### src/rtl/data_mem_bridge.sv
// TL-UL device to single-port SRAM bridge with an RdLat tag pipeline and in-order response FIFO.
// Optional build macro DATA_MEM_RANGE_CHK_EN adds word-range and Put-alignment error checks.
package tlul_pkg;
   typedef struct packed {
      logic        a_valid;
      logic [2:0]  a_opcode;
      logic [1:0]  a_size;
      logic [7:0]  a_source;
      logic [31:0] a_address;
      logic [7:0]  a_mask;
      logic [63:0] a_data;
      logic        d_ready;
   } tl_h2d_t;

   typedef struct packed {
      logic        d_valid;
      logic [2:0]  d_opcode;
      logic [2:0]  d_param;
      logic [1:0]  d_size;
      logic [7:0]  d_source;
      logic        d_error;
      logic [63:0] d_data;
      logic        a_ready;
   } tl_d2h_t;
endpackage

module data_mem_bridge #(
   parameter int SramAw      = 12,
   parameter int SramDw      = 32,
   parameter int MemDepth    = 4096,
   parameter int Outstanding = 4,
   parameter int RdLat       = 1
) (
   input  logic                  clk_i,
   input  logic                  rst_i,
   input  tlul_pkg::tl_h2d_t     tl_i,
   output tlul_pkg::tl_d2h_t     tl_o,
   output logic                  csb_o,
   output logic                  we_o,
   output logic [SramAw-1:0]     addr_o,
   output logic [SramDw-1:0]     wdata_o,
   output logic [SramDw/8-1:0]   wmask_o,
   input  logic [SramDw-1:0]     rdata_i
);
   localparam int NB   = SramDw / 8;
   localparam int LgNb = $clog2(NB);
   localparam int CntW = $clog2(Outstanding + 1);
   localparam int PtrW = (Outstanding > 1) ? $clog2(Outstanding) : 1;

   typedef struct packed {
      logic       get;
      logic       rd;
      logic       err;
      logic [7:0] src;
      logic [1:0] size;
   } tag_t;

   typedef struct packed {
      logic              get;
      logic              err;
      logic [7:0]        src;
      logic [1:0]        size;
      logic [SramDw-1:0] data;
   } rsp_t;

   logic [31:0]      w_word;
   logic             w_is_get, w_is_put, w_err, w_a_ready, w_accept, w_sel;
   logic             w_push, w_pop, w_dvalid;
   logic [CntW-1:0]  w_pcnt;
   tag_t             w_tag_in;
   rsp_t             w_head;
   logic             w_unused;

   logic [RdLat-1:0] r_vld;
   tag_t             r_tag [RdLat];
   rsp_t             r_fifo [Outstanding];
   logic [PtrW-1:0]  r_wptr, r_rptr;
   logic [CntW-1:0]  r_fcnt;

   assign w_word   = tl_i.a_address >> LgNb;
   assign w_is_get = (tl_i.a_opcode == 3'd4);
   assign w_is_put = (tl_i.a_opcode == 3'd0) || (tl_i.a_opcode == 3'd1);

`ifdef DATA_MEM_RANGE_CHK_EN
   assign w_err = !(w_is_get || w_is_put) || (w_word >= 32'(MemDepth)) ||
                  (w_is_put && ((tl_i.a_address & 32'(NB - 1)) != 32'd0));
`else
   assign w_err = !(w_is_get || w_is_put);
`endif

   // Credit covers everything accepted but not yet popped, so the FIFO can never overflow.
   always_comb begin
      w_pcnt = '0;
      for (int i = 0; i < RdLat; i++) w_pcnt = w_pcnt + CntW'(r_vld[i]);
   end

   assign w_a_ready = ~rst_i & ((w_pcnt + r_fcnt) < CntW'(Outstanding));
   assign w_accept  = tl_i.a_valid & w_a_ready;
   assign w_sel     = w_accept & ~w_err;

   always_comb begin
      csb_o   = 1'b1;
      we_o    = 1'b0;
      addr_o  = '0;
      wdata_o = '0;
      wmask_o = '0;
      if (w_sel) begin
         csb_o  = 1'b0;
         addr_o = w_word[SramAw-1:0];
         we_o   = w_is_put;
         if (w_is_put) wdata_o = tl_i.a_data[SramDw-1:0];
         if (tl_i.a_opcode == 3'd0) wmask_o = '1;
         else if (tl_i.a_opcode == 3'd1) wmask_o = tl_i.a_mask[NB-1:0];
      end
   end

   assign w_tag_in = '{get: w_is_get, rd: w_is_get & ~w_err, err: w_err,
                       src: tl_i.a_source, size: tl_i.a_size};

   always_ff @(posedge clk_i) begin
      if (rst_i) r_vld <= '0;
      else begin
         r_vld[0] <= w_accept;
         for (int i = 1; i < RdLat; i++) r_vld[i] <= r_vld[i-1];
      end
   end

   always_ff @(posedge clk_i) begin
      r_tag[0] <= w_tag_in;
      for (int i = 1; i < RdLat; i++) r_tag[i] <= r_tag[i-1];
   end

   function automatic logic [PtrW-1:0] ptr_inc(input logic [PtrW-1:0] p);
      return (p == PtrW'(Outstanding - 1)) ? '0 : p + 1'b1;
   endfunction

   // rdata_i lines up with the entry in the last pipeline stage.
   assign w_push   = r_vld[RdLat-1];
   assign w_dvalid = ~rst_i & (r_fcnt != '0);
   assign w_pop    = w_dvalid & tl_i.d_ready;
   assign w_head   = r_fifo[r_rptr];

   always_ff @(posedge clk_i) begin
      if (w_push)
         r_fifo[r_wptr] <= '{get: r_tag[RdLat-1].get, err: r_tag[RdLat-1].err,
                             src: r_tag[RdLat-1].src, size: r_tag[RdLat-1].size,
                             data: r_tag[RdLat-1].rd ? rdata_i : '0};
   end

   always_ff @(posedge clk_i) begin
      if (rst_i) begin
         r_wptr <= '0;
         r_rptr <= '0;
         r_fcnt <= '0;
      end else begin
         if (w_push) r_wptr <= ptr_inc(r_wptr);
         if (w_pop)  r_rptr <= ptr_inc(r_rptr);
         r_fcnt <= r_fcnt + CntW'(w_push) - CntW'(w_pop);
      end
   end

   always_comb begin
      tl_o          = '0;
      tl_o.a_ready  = w_a_ready;
      tl_o.d_valid  = w_dvalid;
      tl_o.d_opcode = w_head.get ? 3'd1 : 3'd0;
      tl_o.d_size   = w_head.size;
      tl_o.d_source = w_head.src;
      tl_o.d_error  = w_head.err;
      tl_o.d_data   = 64'(w_head.data);
   end

   assign w_unused = ^{tl_i, w_word};
endmodule

### config.mk
export PLATFORM = sky130hd
export DESIGN_NAME = data_mem_bridge
export DESIGN_NICKNAME = d
export VERILOG_FILES = /design/src/rtl/data_mem_bridge.sv
export SDC_FILE = /design/constraint.sdc
export NUM_CORES = 1
export LEC_CHECK = 0
export ABC_AREA = 0
export CORE_ASPECT_RATIO = 1.25
export CORE_MARGIN = 4
export CORE_UTILIZATION = 45
export CTS_BUF_LIST = sky130_fd_sc_hd__clkbuf_16
export CTS_CLUSTER_SIZE = 8
export DETAILED_ROUTE_END_ITERATION = 10
export PLACE_DENSITY_LB_ADDON = 0.15
export SLEW_MARGIN = 0
export SYNTH_ARGS = -nofsm -noshare
export SYNTH_HDL_FRONTEND = slang
export SYNTH_SLANG_ARGS = --single-unit
### constraint.sdc
create_clock -name clk_i -period 2.8 [get_ports clk_i]
set_clock_uncertainty 0.2 [all_clocks]
set_input_delay 0.28 -clock clk_i [delete_from_list [all_inputs] [get_ports clk_i]]
set_output_delay 0.28 -clock clk_i [all_outputs]
set_load 0.02 [all_outputs]
==> results.py <==
metrics = {
    "layout": {
        "ff_latch_area_um2": 5750,
        "instances_no_fill": 887,
        "num_antenna_cells": 0,
        "drive_gt1_share_pct": 25.8,
        "nets": 812,
        "fillers": 1302,
        "areaGrowthSynthToFinish_pct": 35.1,
        "finish.instance_area_um2": 10800,
        "multi_input_area_um2": 2040,
    },
    "die": {
        "dieArea_um2": 20000,
        "dieWidth_um": 127,
        "initial_core_util_pct": 45.8,
        "row_count": 54,
        "core-area_um2": 17500,
        "ios": 286,
        "die_y_um": 157,
    },
    "synthesis": {
        "synth_seq_cells": 199,
        "syn_area_per_cell_um2": 18.7,
        "syn_area_um2": 8020,
        "synth_cells": 429,
        "yosys.cell_types.count": 26,
        "yosys_warnings": 0,
        "synth.yosys.seq_area_share_pct": 71.6,
    },
    "flow_run": {
        "maxCapViolCount": 0,
    },
    "pwr": {
        "switching_power_mw": 1.67,
        "ir_drop_mv": 0.388,
        "comb_power_share_pct": 18.9,
        "power_leakage_nw": 3.91,
        "powerDensity_nw_per_um2": 648,
        "intPower_mw": 5.36,
        "total_power_mw": 7.03,
        "power.share.clock_pct": 33.1,
        "switching_share_pct": 23.8,
        "p_seq_share_pct": 48.0,
    },
    "setup_path": {
        "crit_type": "flop to output pin",
        "cp_data_required_time_ps": 2320,
        "end_kind": "output pin",
        "path_cells": "ha_2 -> ha_4 -> xor2_4 -> nor4_4 -> buf_4 -> buf_12 -> a21boi_2 -> buf_4 -> buf_12",
        "cpMaxStageDelayCell": "dfxtp_1",
        "crit_fanout": 10,
        "rrSetupSlack_ps": 980,
        "worstPathArrival_ps": 2240,
        "crit_path_max_incr_delay_ps": 330,
        "startpoint_type": "flop",
    },
    "detailed_routing": {
        "wl_mm": 17.5,
        "dr_total_vias": 4338,
        "final_antenna_net_count": 0,
        "wl_per_cell_um": 19.7,
        "firstDrtPassIters": 4,
        "drc": 0,
        "drt_iter0_drc": 270,
        "drt-vias-per-instance": 4.89,
    },
    "clock_tree": {
        "postCtsHoldBufs": 0,
        "h-tree-depth": 4,
        "cts_max_path_buffers": 2,
        "cts_tree": "done",
        "cts-root-buf": "clkbuf_16",
        "cts_buffers": 17,
        "clk_pin_slew_ps": 70,
        "clock-sinks": 199,
        "clkLatencyLatePin_ps": 410,
    },
    "place": {
        "place_inst": 848,
        "place_hpwl_mm": 12.2,
        "placed_area_um2": 10200,
        "gp_congestion": 0.779,
        "io_buffers": 192,
    },
    "global_route": {
        "antenna_found_initial": 0,
        "track_usage_pct": 17.8,
        "grt_pass1_vias": 4779,
        "grt_max_degree": 45,
        "overflow": 0,
        "grt_pass1_wl_mm": 26.1,
    },
    "sta": {
        "finalHoldViolCount": 0,
        "finalSetupViolCount": 0,
        "fin_crit_sh_pct": 97.3,
        "maxSlewViolCount": 0,
        "setup_tns_ps": 0,
        "period_needed_ps": 2720,
        "fmax_mhz": 367,
    },
    "worst_hold_path": {
        "min_path_type": "primary input to flop",
    },
    "run_status": {
        "outcome": "completed",
    },
}
[power by group through the flow]
stage,Clock [mW],Combinational [mW],Sequential [mW]
after CTS,2.38,1.32,3.38
after global placement,0,1.30,3.44
after detailed placement,0,1.31,3.45
final,2.33,1.33,3.37
after global routing,2.50,1.42,3.38
after floorplan,0,0.779,3.41
[through the flow]
stage                     setup WS, ps  utilization (%)  hold WS (ps)
after floorplan                    360                -           108
after global placement             106             58.4           248
after detailed placement          93.8             58.4           261
after CTS                         2.42             61.6          72.9
after global routing             -4.83             61.9          74.1
final                             75.6             61.9          95.5
[logic make-up after synthesis]
group                    synth area share [%]
AO/OA/AOI/OAI                           0.468
adder cells (fa/ha/maj)                  1.40
flip-flops                               71.6
multiplexers                             12.9
other                                  0.0467
AND/OR/NAND/NOR                          7.81
buffers and inverters                    5.44
XOR/XNOR                                0.312
[critical path, delay by kind of cell (launching register included)]
family	cells	cell delay [ps]
flops	1	330
compound gates	1	190
simple gates	1	210
xor+xnor	1	170
fa+ha+maj	2	380
buf+inv	4	560
[synth_stat cells]
master	n	area, µm²
buf_6	3	33.8
xnor2_1	1	8.76
a21boi_0	4	30.0
inv_1	9	33.8
nor4_4	1	21.3
clkbuf_1	3	11.3
a21o_1	1	7.51
nor3_1	2	10.0
conb_1	1	3.75
and2_1	68	425
clkbuf_2	2	10.0
nor2b_1	2	12.5
edfxtp_1	176	5290
buf_4	43	323
mux2_2	2	22.5
buf_2	2	10.0
nor3b_1	3	22.5
dfxtp_1	23	460
buf_1	4	15.0
and2_2	12	90.1
nor2_1	10	37.5
mux4_2	44	991
mux2i_1	2	20.0
ha_1	9	113
or2b_1	1	7.51
xor2_2	1	16.3
[final cells by class]
cell class                 count  area share (%)
tap                          224            2.59
clock buffer                  19            4.39
multi-input combinational    200            18.8
timing repair buffer         223            19.9
inverter                       9           0.312
clock inverter                13           0.935
sequential                   199            53.0
[what timing repair did]
action / 4_1_cts / 5_1_grt
pin swaps: 2 / 1
setup buffers: 1 / 5
cloned: 1 / 0
endpoints found under the setup margin: 41 / 61
gates resized for setup: 110 / 25
[flip-flops by register name (all words and copies together), names as in the netlist, named ones only]
register / flops
r_fcnt: 3
r_fifo: 176
r_rptr: 2
r_tag: 13
r_vld: 1
r_wptr: 2
[metal layers]
layer | share of wire [%] | global-route usage [%]
met1 | 37 | 21.0
met2 | 53 | 31.2
met3 | 8.8 | 6.48
met4 | 0.88 | 4.45
met5 | 0 | 0
[worst paths after layout]
| path | start | endpoint | cells past startpoint |
|---|---|---|---|
| setup / recovery | r_vld$_SDFF_PP0_ | wmask_o[2] | 9 |
| hold / removal | tl_i[113] | r_tag[0][0]$_DFF_P_ | 1 |
| setup reg to reg | r_fcnt[2]$_SDFF_PP0_ | r_fcnt[2]$_SDFF_PP0_ | 7 |
| hold reg to reg | r_tag[0][7]$_DFF_P_ | r_fifo[2][39]$_DFFE_PP_ | 0 |
[placed cells by master (no fill, tap or decap), types with 5 or more instances in the layout]
| cell type | n |
|---|---|
| inv_1 | 13 |
| and2_2 | 16 |
| edfxtp_1 | 176 |
| clkdlybuf4s50_1 | 140 |
| and2_1 | 62 |
| nor2_1 | 10 |
| buf_12 | 9 |
| conb_1 | 37 |
| dfxtp_1 | 21 |
| buf_2 | 10 |
| dlygate4sd2_1 | 10 |
| ha_1 | 7 |
| mux4_2 | 44 |
| clkbuf_16 | 20 |
| clkbuf_2 | 5 |
| buf_4 | 41 |
No activity file was read; power rests on OpenSTA's default activity.
